**src/rtl/axi4_poly_scalar_master.sv**
```systemverilog
`default_nettype none
// ============================================================================
//  Module   : axi4_poly_scalar_master
//  Purpose  : On each interconnect grant, reads NUM_COEF coefficients in one
//             AXI4 INCR burst, applies a scalar op (add/sub/mul/xor) to all
//             of them at once, writes them back in one INCR burst, checks the
//             write response and returns the grant.
//  Revision : 1.0 - initial parametrised release
// ============================================================================
module axi4_poly_scalar_master #(
    parameter int                DATA_W   = 8,
    parameter int                ADDR_W   = 5,
    parameter int                ID_W     = 4,
    parameter int                NUM_COEF = 4,
    parameter logic [ADDR_W-1:0] RD_BASE  = '0,
    parameter logic [ADDR_W-1:0] WR_BASE  = '0
) (
    input  logic              ACLK,
    input  logic              ARESET,
    input  logic              SET_ACCESS,
    output logic              RELEASE_ACCESS,
    input  logic [1:0]        OP,
    input  logic [DATA_W-1:0] SCALAR,
    output logic              DONE,
    output logic              ERROR,
    output logic [ID_W-1:0]   ARID,
    output logic [ADDR_W-1:0] ARADDR,
    output logic [7:0]        ARLEN,
    output logic [2:0]        ARSIZE,
    output logic [1:0]        ARBURST,
    output logic              ARVALID,
    input  logic              ARREADY,
    input  logic [ID_W-1:0]   RID,
    input  logic [DATA_W-1:0] RDATA,
    input  logic [1:0]        RRESP,
    input  logic              RLAST,
    input  logic              RVALID,
    output logic              RREADY,
    output logic [ID_W-1:0]   AWID,
    output logic [ADDR_W-1:0] AWADDR,
    output logic [7:0]        AWLEN,
    output logic [2:0]        AWSIZE,
    output logic [1:0]        AWBURST,
    output logic              AWVALID,
    input  logic              AWREADY,
    output logic [DATA_W-1:0] WDATA,
    output logic              WLAST,
    output logic              WVALID,
    input  logic              WREADY,
    input  logic [ID_W-1:0]   BID,
    input  logic [1:0]        BRESP,
    input  logic              BVALID,
    output logic              BREADY
);

    // Beat indices need to represent NUM_COEF itself (up to 16) so that
    // surplus read beats can be recognised.
    localparam int                IDX_W      = 5;
    localparam logic [IDX_W-1:0]  LAST_IDX   = IDX_W'(NUM_COEF - 1);
    localparam logic [IDX_W-1:0]  NUM_IDX    = IDX_W'(NUM_COEF);
    localparam logic [7:0]        BURST_LEN  = 8'(NUM_COEF - 1);
    localparam logic [2:0]        BURST_SIZE = (DATA_W == 32) ? 3'd2 :
                                               (DATA_W == 16) ? 3'd1 : 3'd0;
    localparam logic [1:0]        BURST_INCR = 2'b01;

    typedef enum logic [2:0] {
        S_IDLE = 3'd0,
        S_AR   = 3'd1,
        S_R    = 3'd2,
        S_CALC = 3'd3,
        S_AW   = 3'd4,
        S_W    = 3'd5,
        S_B    = 3'd6,
        S_REL  = 3'd7
    } state_t;

    state_t             state_q, state_d;
    logic [DATA_W-1:0]  buf_q [NUM_COEF];
    logic [DATA_W-1:0]  buf_d [NUM_COEF];
    logic [1:0]         op_q, op_d;
    logic [DATA_W-1:0]  scalar_q, scalar_d;
    logic [ID_W-1:0]    id_q, id_d;
    logic               err_q, err_d;
    logic [IDX_W-1:0]   k_q, k_d;
    logic [IDX_W-1:0]   j_q, j_d;
    logic               beat_err;
    logic [DATA_W-1:0]  wdata_sel;

    // Scalar operation, wrapping modulo 2^DATA_W.
    function automatic logic [DATA_W-1:0] apply_op(input logic [1:0]        op,
                                                    input logic [DATA_W-1:0] a,
                                                    input logic [DATA_W-1:0] b);
        logic [2*DATA_W-1:0] prod;
        prod = {{DATA_W{1'b0}}, a} * {{DATA_W{1'b0}}, b};
        case (op)
            2'b00:   apply_op = a + b;
            2'b01:   apply_op = a - b;
            2'b10:   apply_op = prod[DATA_W-1:0];
            default: apply_op = a ^ b;
        endcase
    endfunction

    // State and datapath registers; reset aborts any pass in flight.
    always_ff @(posedge ACLK or negedge ARESET) begin
        if (!ARESET) begin
            state_q  <= S_IDLE;
            op_q     <= '0;
            scalar_q <= '0;
            id_q     <= '0;
            err_q    <= 1'b0;
            k_q      <= '0;
            j_q      <= '0;
            for (int i = 0; i < NUM_COEF; i++) buf_q[i] <= '0;
        end else begin
            state_q  <= state_d;
            op_q     <= op_d;
            scalar_q <= scalar_d;
            id_q     <= id_d;
            err_q    <= err_d;
            k_q      <= k_d;
            j_q      <= j_d;
            buf_q    <= buf_d;
        end
    end

    // Next-state logic: pass sequencing, beat capture, error detection.
    always_comb begin
        state_d  = state_q;
        buf_d    = buf_q;
        op_d     = op_q;
        scalar_d = scalar_q;
        id_d     = id_q;
        err_d    = err_q;
        k_d      = k_q;
        j_d      = j_q;
        beat_err = 1'b0;
        case (state_q)
            S_IDLE: begin
                if (SET_ACCESS) begin
                    op_d     = OP;
                    scalar_d = SCALAR;
                    err_d    = 1'b0;
                    k_d      = '0;
                    j_d      = '0;
                    state_d  = S_AR;
                end
            end
            S_AR: begin
                if (ARREADY) state_d = S_R;
            end
            S_R: begin
                if (RVALID) begin
                    beat_err = (RRESP != 2'b00) || (RID != id_q) ||
                               (k_q >= NUM_IDX) || (RLAST && (k_q != LAST_IDX));
                    for (int i = 0; i < NUM_COEF; i++) begin
                        if (k_q == IDX_W'(i)) buf_d[i] = RDATA;
                    end
                    // Saturate so surplus beats keep flagging without wrapping.
                    if (k_q < NUM_IDX) k_d = k_q + IDX_W'(1);
                    if (beat_err) err_d = 1'b1;
                    if (RLAST) state_d = (err_q || beat_err) ? S_REL : S_CALC;
                end
            end
            S_CALC: begin
                for (int i = 0; i < NUM_COEF; i++) begin
                    buf_d[i] = apply_op(op_q, buf_q[i], scalar_q);
                end
                state_d = S_AW;
            end
            S_AW: begin
                if (AWREADY) begin
                    j_d     = '0;
                    state_d = S_W;
                end
            end
            S_W: begin
                if (WREADY) begin
                    if (j_q == LAST_IDX) state_d = S_B;
                    else                 j_d     = j_q + IDX_W'(1);
                end
            end
            S_B: begin
                if (BVALID) begin
                    if ((BRESP != 2'b00) || (BID != id_q)) err_d = 1'b1;
                    state_d = S_REL;
                end
            end
            S_REL: begin
                id_d    = id_q + ID_W'(1);
                state_d = S_IDLE;
            end
            default: state_d = S_IDLE;
        endcase
    end

    // Write-data mux over the coefficient buffer.
    always_comb begin
        wdata_sel = '0;
        for (int i = 0; i < NUM_COEF; i++) begin
            if (j_q == IDX_W'(i)) wdata_sel = buf_q[i];
        end
    end

    // All handshake outputs are decoded from the state register only, so no
    // VALID can depend on its READY. Address-channel fields are zero outside
    // their own phase, which also makes every output zero in reset.
    assign ARVALID        = (state_q == S_AR);
    assign ARID           = ARVALID ? id_q       : '0;
    assign ARADDR         = ARVALID ? RD_BASE    : '0;
    assign ARLEN          = ARVALID ? BURST_LEN  : '0;
    assign ARSIZE         = ARVALID ? BURST_SIZE : '0;
    assign ARBURST        = ARVALID ? BURST_INCR : '0;
    assign RREADY         = (state_q == S_R);
    assign AWVALID        = (state_q == S_AW);
    assign AWID           = AWVALID ? id_q       : '0;
    assign AWADDR         = AWVALID ? WR_BASE    : '0;
    assign AWLEN          = AWVALID ? BURST_LEN  : '0;
    assign AWSIZE         = AWVALID ? BURST_SIZE : '0;
    assign AWBURST        = AWVALID ? BURST_INCR : '0;
    assign WVALID         = (state_q == S_W);
    assign WDATA          = WVALID ? wdata_sel : '0;
    assign WLAST          = WVALID && (j_q == LAST_IDX);
    assign BREADY         = (state_q == S_B);
    assign RELEASE_ACCESS = (state_q == S_REL);
    assign DONE           = (state_q == S_REL);
    assign ERROR          = err_q;

endmodule
`default_nettype wire

```
**config.mk**
```make
export PLATFORM = sky130hd
export DESIGN_NAME = axi4_poly_scalar_master
export DESIGN_NICKNAME = d
export VERILOG_FILES = /design/src/rtl/axi4_poly_scalar_master.sv
export SDC_FILE = /design/constraint.sdc
export NUM_CORES = 1
export LEC_CHECK = 0
export CAP_MARGIN = 5
export CORE_UTILIZATION = 25
export CTS_CLUSTER_DIAMETER = 50
export DETAILED_ROUTE_END_ITERATION = 10
export PLACE_DENSITY = 0.53
export SYNTH_ARGS = -nofsm -noshare
export SYNTH_HDL_FRONTEND = slang
export SYNTH_SLANG_ARGS = --single-unit
```
**constraint.sdc**
```tcl
create_clock -name ACLK -period 5.5 [get_ports ACLK]
set_clock_uncertainty 0.1 [all_clocks]
set_input_delay 1.1 -clock ACLK [delete_from_list [all_inputs] [get_ports ACLK]]
set_output_delay 1.1 -clock ACLK [all_outputs]
set_load 0.1 [all_outputs]
```
==> run metrics, run 1 <==
antenna cells=0; minimum clock period after layout=4.47 ns; initial antenna violation count=0; Reg area=1500 µm²; met2 Usage GRT=0.236; vias in the first global route=7892; initial DRC count=511; fmax=~220 MHz; Setup TNS Final=0 ns; CTS tree=yes; Worst path most repeated cell=fa_1; via count=between 7000 and 8000; Wirelength per Cell=between 15 and 20 µm; status=finished clean; DR DRC count=0; largest stage delay on the critical path=0.89 ns; Global Route met3 Usage=0.0360; Synth Flop Type=dfrtp_1; clk slew on worst S/H paths=0.06 ns; max-slew violation count=0; EDFF count, synth=0; Cell Area, Placed=10300 µm²; DP Wirelength=20.6 mm; Synth Cell Area=roughly 9000 µm²; Pre-Repair DR Iteration Count=5; Worst-Skew Late Latency=0.35 ns; #FFs+latches synth=60; sequential element share of the synthesized area=0.163; YS warnings=0; post-synth cell types=about 50; global route hottest layer=met2; final setup violation count=0; worst path bufs/invs=3; Area growth syn-to-layout=14.9%; Avg Inst Size Synth=8.24 µm²; CP max FO=17; fin nets=around 1400; crit path launch type=flip-flop; Worst Tran Pin Value=1.25 ns; number of max-cap violations=0; DR vias/cell=between 4 and 5; die span in x=~200 µm; Final ANT Viol Nets=0; routed wire length=27.8 mm; RSZ-0062 raised after global routing=false; setup repair bufs after CTS=0; Critical Path Source=scalar_q[4]; CP required=5.63 ns; HP Start=ERROR; deepest clock path buffer count=2; reg2reg start=scalar_q[4]; crit path DAT=4.60 ns; H-tree depth=3; largest net degree at the start of global routing=58; Final Hold Vio Count=0; core area=about 37000 µm²; remaining global-route overflow=0; GPL Wtd Cong=0.866; CP cell instances=nand2_1 > fa_1 > fa_1 > inv_1 > fa_1 > inv_1 > fa_1 > inv_1 > ha_1 > a21oi_1 > xnor2_1 > xnor2_1 > o221ai_1 > a22o_1; Post-Layout Inst Area=10600 µm²; Clk Tree Root Cell=clkbuf_16; CP Capture Type=flip-flop; CTS Hold Buffers Added=0; layout cells sized above 1=0.0606; Fill cells=between 3000 and 4000; CTS sink count=60; Initial Util=0.253; Hold/Removal Path Class=reg2reg; CTS buffer count=9; CTS resizes=0; family with the most delay on the worst path=adder cells; row cnt=70; die area=37700 µm²; Slew Limit Headroom=0.167; CP max-delay cell=dfrtp_1; first-pass GRT wire length=44.1 mm; I/O pins=100; Setup CP Type=reg2reg; crit share post-route=0.812; Die Ht=between 150 and 200 µm; grt met1 use=0.205; area occupied by multi-input gates=6880 µm²; ys async rst share=1.00; Mapped Cells=about 1100; IO Port Bufs=69; global-route usage over all layers=0.150
## worst reg2reg max path: cells and delay by family, from the launching register on
kind | cells | cell delay, ns
compound gates | 3 | 0.49
xor+xnor | 2 | 0.29
fa+ha+maj | 5 | 2.27
buf+inv | 3 | 0.15
flops | 1 | 0.89
simple gates | 1 | 0.16
## cell families (layout without fill, tap and decap cells)
| group | count (synthesis) | count (layout) | synth area share |
|---|---|---|---|
| AND/OR/NAND/NOR | 304 | 304 | 0.158 |
| AO/OA/AOI/OAI | 212 | 212 | 0.143 |
| flip-flops | 60 | 60 | 0.163 |
| XOR/XNOR | 125 | 125 | 0.119 |
| buffers and inverters | 216 | 237 | 0.105 |
| other | 1 | 30 | 0.000406 |
| multiplexers | 28 | 28 | 0.0325 |
| adder cells (fa/ha/maj) | 175 | 175 | 0.279 |
## flip-flops by register name, indices dropped and copies added, names as in the netlist
signal / cells
k_q: 5
j_q: 5
buf_q: 32
op_q: 2
scalar_q: 8
id_q: 4
ERROR: 1
state_q: 3
## final cells by class
| cell class | instances | share of cell area |
|---|---|---|
| multi-input cells | 874 | 0.648 |
| repair buffers | 92 | 0.0790 |
| inverters | 129 | 0.0456 |
| flip-flops and latches | 60 | 0.142 |
| clock inverters | 7 | 0.00932 |
| clock buffers | 9 | 0.0212 |
| well taps | 468 | 0.0552 |
## per-stage QoR
step                       util  hold slack [ns]  instances  worst slack, ns
after CTS                 0.290            0.433       1638             1.02
after global routing      0.291            0.453       1639            0.833
after floorplan               -            0.367       1150            0.477
final                     0.291            0.429       1639             1.03
after global placement    0.281            0.401       1622             1.10
after detailed placement  0.281            0.415       1622             1.02
## layout by cell type (no fill, tap or decap), drive strengths merged, types with 7 or more instances in the layout
cell type / n
nor3: 12
nor2b: 7
dfrtp: 60
buf: 32
xor2: 34
nor2: 56
a22oi: 9
fa: 52
a21o: 14
a211oi: 10
conb: 30
nand2: 120
clkbuf: 9
mux2i: 12
o31ai: 13
mux2: 16
o21ai: 59
ha: 123
nand2b: 7
xnor2: 91
a21oi: 60
inv: 130
clkdlybuf4s50: 60
a31oi: 8
and2: 83
## cells in the mapped netlist, types with 8 or more instances
| cell type | count | area (µm²) |
|---|---|---|
| inv_1 | 127 | 477 |
| ha_1 | 123 | 1540 |
| nand2_1 | 120 | 450 |
| xnor2_1 | 90 | 788 |
| and2_1 | 83 | 519 |
| dfrtp_1 | 60 | 1500 |
| a21oi_1 | 59 | 295 |
| nor2_1 | 56 | 210 |
| fa_1 | 52 | 1040 |
| clkbuf_1 | 40 | 150 |
| buf_4 | 38 | 285 |
| o21ai_0 | 36 | 180 |
| xor2_1 | 34 | 298 |
| o21ai_1 | 23 | 115 |
| mux2_2 | 16 | 180 |
| a21o_1 | 14 | 105 |
| o31ai_1 | 13 | 97.6 |
| mux2i_1 | 12 | 120 |
| nor3_1 | 12 | 60.1 |
| a211oi_1 | 10 | 75.1 |
| a22oi_1 | 9 | 67.6 |
| a31oi_1 | 8 | 50.1 |
## worst paths after layout
check	to	slack [ns]	cells after the start
worst max-delay path	buf_q[31]	1.03	14
worst max register to register	buf_q[31]	1.03	14
max in group asynchronous	buf_q[26]	3.60	2
worst min-delay path	ERROR	0.43	1
worst min register to register	ERROR	0.43	1
min in group asynchronous	state_q[2]	0.74	1
## routing by layer
metal / vias to the layer above / part of all wire
li1: 3720 / -
met1: 3787 / 0.47
met2: 219 / 0.44
met3: 34 / 0.069
met4: 0 / 0.022
met5: - / 0
Power of run 1 is not shown: default switching activity piles up to over one toggle a cycle in this logic, so the estimate is an artifact.
==> inputs of run 2 (changes only) <==
==> constraint.sdc (replaced) <==
create_clock -name ACLK -period 4.65 [get_ports ACLK]
set_clock_uncertainty 0.1 [all_clocks]
set_input_delay 0.93 -clock ACLK [delete_from_list [all_inputs] [get_ports ACLK]]
set_output_delay 0.93 -clock ACLK [all_outputs]
set_load 0.1 [all_outputs]
==> run metrics, run 2 (synthesis results as in run 1) <==
status=finished clean; vias in the first global route=just under 8000; Initial Util=0.253; global-route usage over all layers=0.156; via count=7733; crit path launch type=flip-flop; Area growth syn-to-layout=16.3%; GPL Wtd Cong=0.866; Post-Layout Inst Area=10700 µm²; first-pass GRT wire length=roughly 45 mm; die area=37700 µm²; crit share post-route=0.926; Largest register FFs=32; commonest non-fill, non-tap cells in the layout=inv_1 (127), ha_1 (123), nand2_1 (120); most common library cell in the layout ignoring fill and taps=inv_1; row cnt=70; layout cells sized above 1=0.0832; initial antenna violation count=1; Wirelength per Cell=~17 µm; Setup CP Type=reg2reg; remaining global-route overflow=0; crit path DAT=4.45 ns; IO Port Bufs=69; CTS sink count=60; worst reg-to-reg setup slack=0.34 ns; initial DRC count=between 400 and 500; Final Hold Vio Count=0; number of max-cap violations=0; CTS buffer count=9; Slew Limit Headroom=0.347; deepest clock path buffer count=2; largest net degree at the start of global routing=between 50 and 60; Clk Tree Root Cell=clkbuf_16; RSZ-0062 raised after global routing=false; Worst-Skew Late Latency=0.36 ns; Critical Path Source=scalar_q[3]; I/O pins=100; antenna cells=0; Pre-Repair DR Iteration Count=7; hold_ws=0.401 ns; DR vias/cell=4.66; CP required=4.79 ns; CP Capture Type=flip-flop; HP Start=k_q[4]; clk slew on worst S/H paths=0.06 ns; Worst Tran Pin Value=0.976 ns; fmax=232 MHz; DR DRC count=0; setup repair bufs after CTS=0; Hold/Removal Path Class=reg2reg; max-slew violation count=0; Largest regs=buf_q x32, scalar_q x8; reg2reg start=scalar_q[3]; die span in x=194 µm; H-tree depth=3; fin nets=1399; core area=36500 µm²; Top reg by flops=buf_q; Die Ht=194 µm; CTS tree=yes; final setup violation count=0; routed wire length=between 20 and 30 mm; DP Wirelength=21.6 mm; CTS Hold Buffers Added=0; Final ANT Viol Nets=0; Setup TNS Final=0 ns; Cell Area, Placed=10400 µm²; minimum clock period after layout=4.31 ns; CP max FO=17
run 2: changes by cell type in the layout (fill, tap and decap cells not counted), sizes merged:
cell | before | now
buf | 32 | 61
clkdlybuf4s50 | 60 | 50
clkbuf | 9 | 11
clkinv | 3 | 2
inv | 130 | 129
run 2: stage by stage:
stage	std cells	utilization	setup slack, ns
after detailed placement	1642	0.286	0.125
final	1658	0.294	0.342
after global routing	1658	0.294	0.0991
after global placement	1642	0.286	0.232
after floorplan	1150	-	0.235
after CTS	1658	0.294	0.115
run 2: final timing paths:
check | endpoint | cells past startpoint
worst min register to register | k_q[4] | 2
max in group asynchronous | buf_q[8] | 2
min in group asynchronous | state_q[1] | 1
worst max register to register | buf_q[15] | 15
worst max-delay path | buf_q[15] | 15
worst min-delay path | k_q[4] | 2
run 2: routing by layer:
layer / GRT usage / vias up / wire (µm)
li1: - / 3760 / -
met2: 0.249 / 220 / 12900
met3: 0.0330 / 24 / 1690
met5: 0 / - / 0
met4: 0.0317 / 0 / 390
met1: 0.216 / 3729 / 13500
run 2: critical path: stages (launching register included):
cell and delay [ns]:
dfrtp_2 0.58, buf_4 0.22, and2_1 0.15, fa_1 0.42, fa_1 0.49, ha_1 0.29
inv_1 0.05, fa_1 0.54, inv_1 0.05, ha_1 0.32, a21o_1 0.16, a21oi_1 0.17
xnor2_1 0.15, xnor2_1 0.14, o221ai_1 0.13, a22o_1 0.21
run 2: what timing repair did:
action / 4_1_cts / 5_1_grt
endpoints found under the hold margin: 0 / 0
endpoints found under the setup margin: 0 / 4
resized for setup: 0 / 1
run 2: layout make-up:
cell class,instances,area (µm²)
Sequential cell,60,1500
Tap cell,468,586
Multi-Input combinational cell,874,6880
Clock inverter,5,77.6
Fill cell,3874,25800
Inverter,129,484
Timing Repair Buffer,111,981
Clock buffer,11,233
Power of run 2 is left out for the same reason.
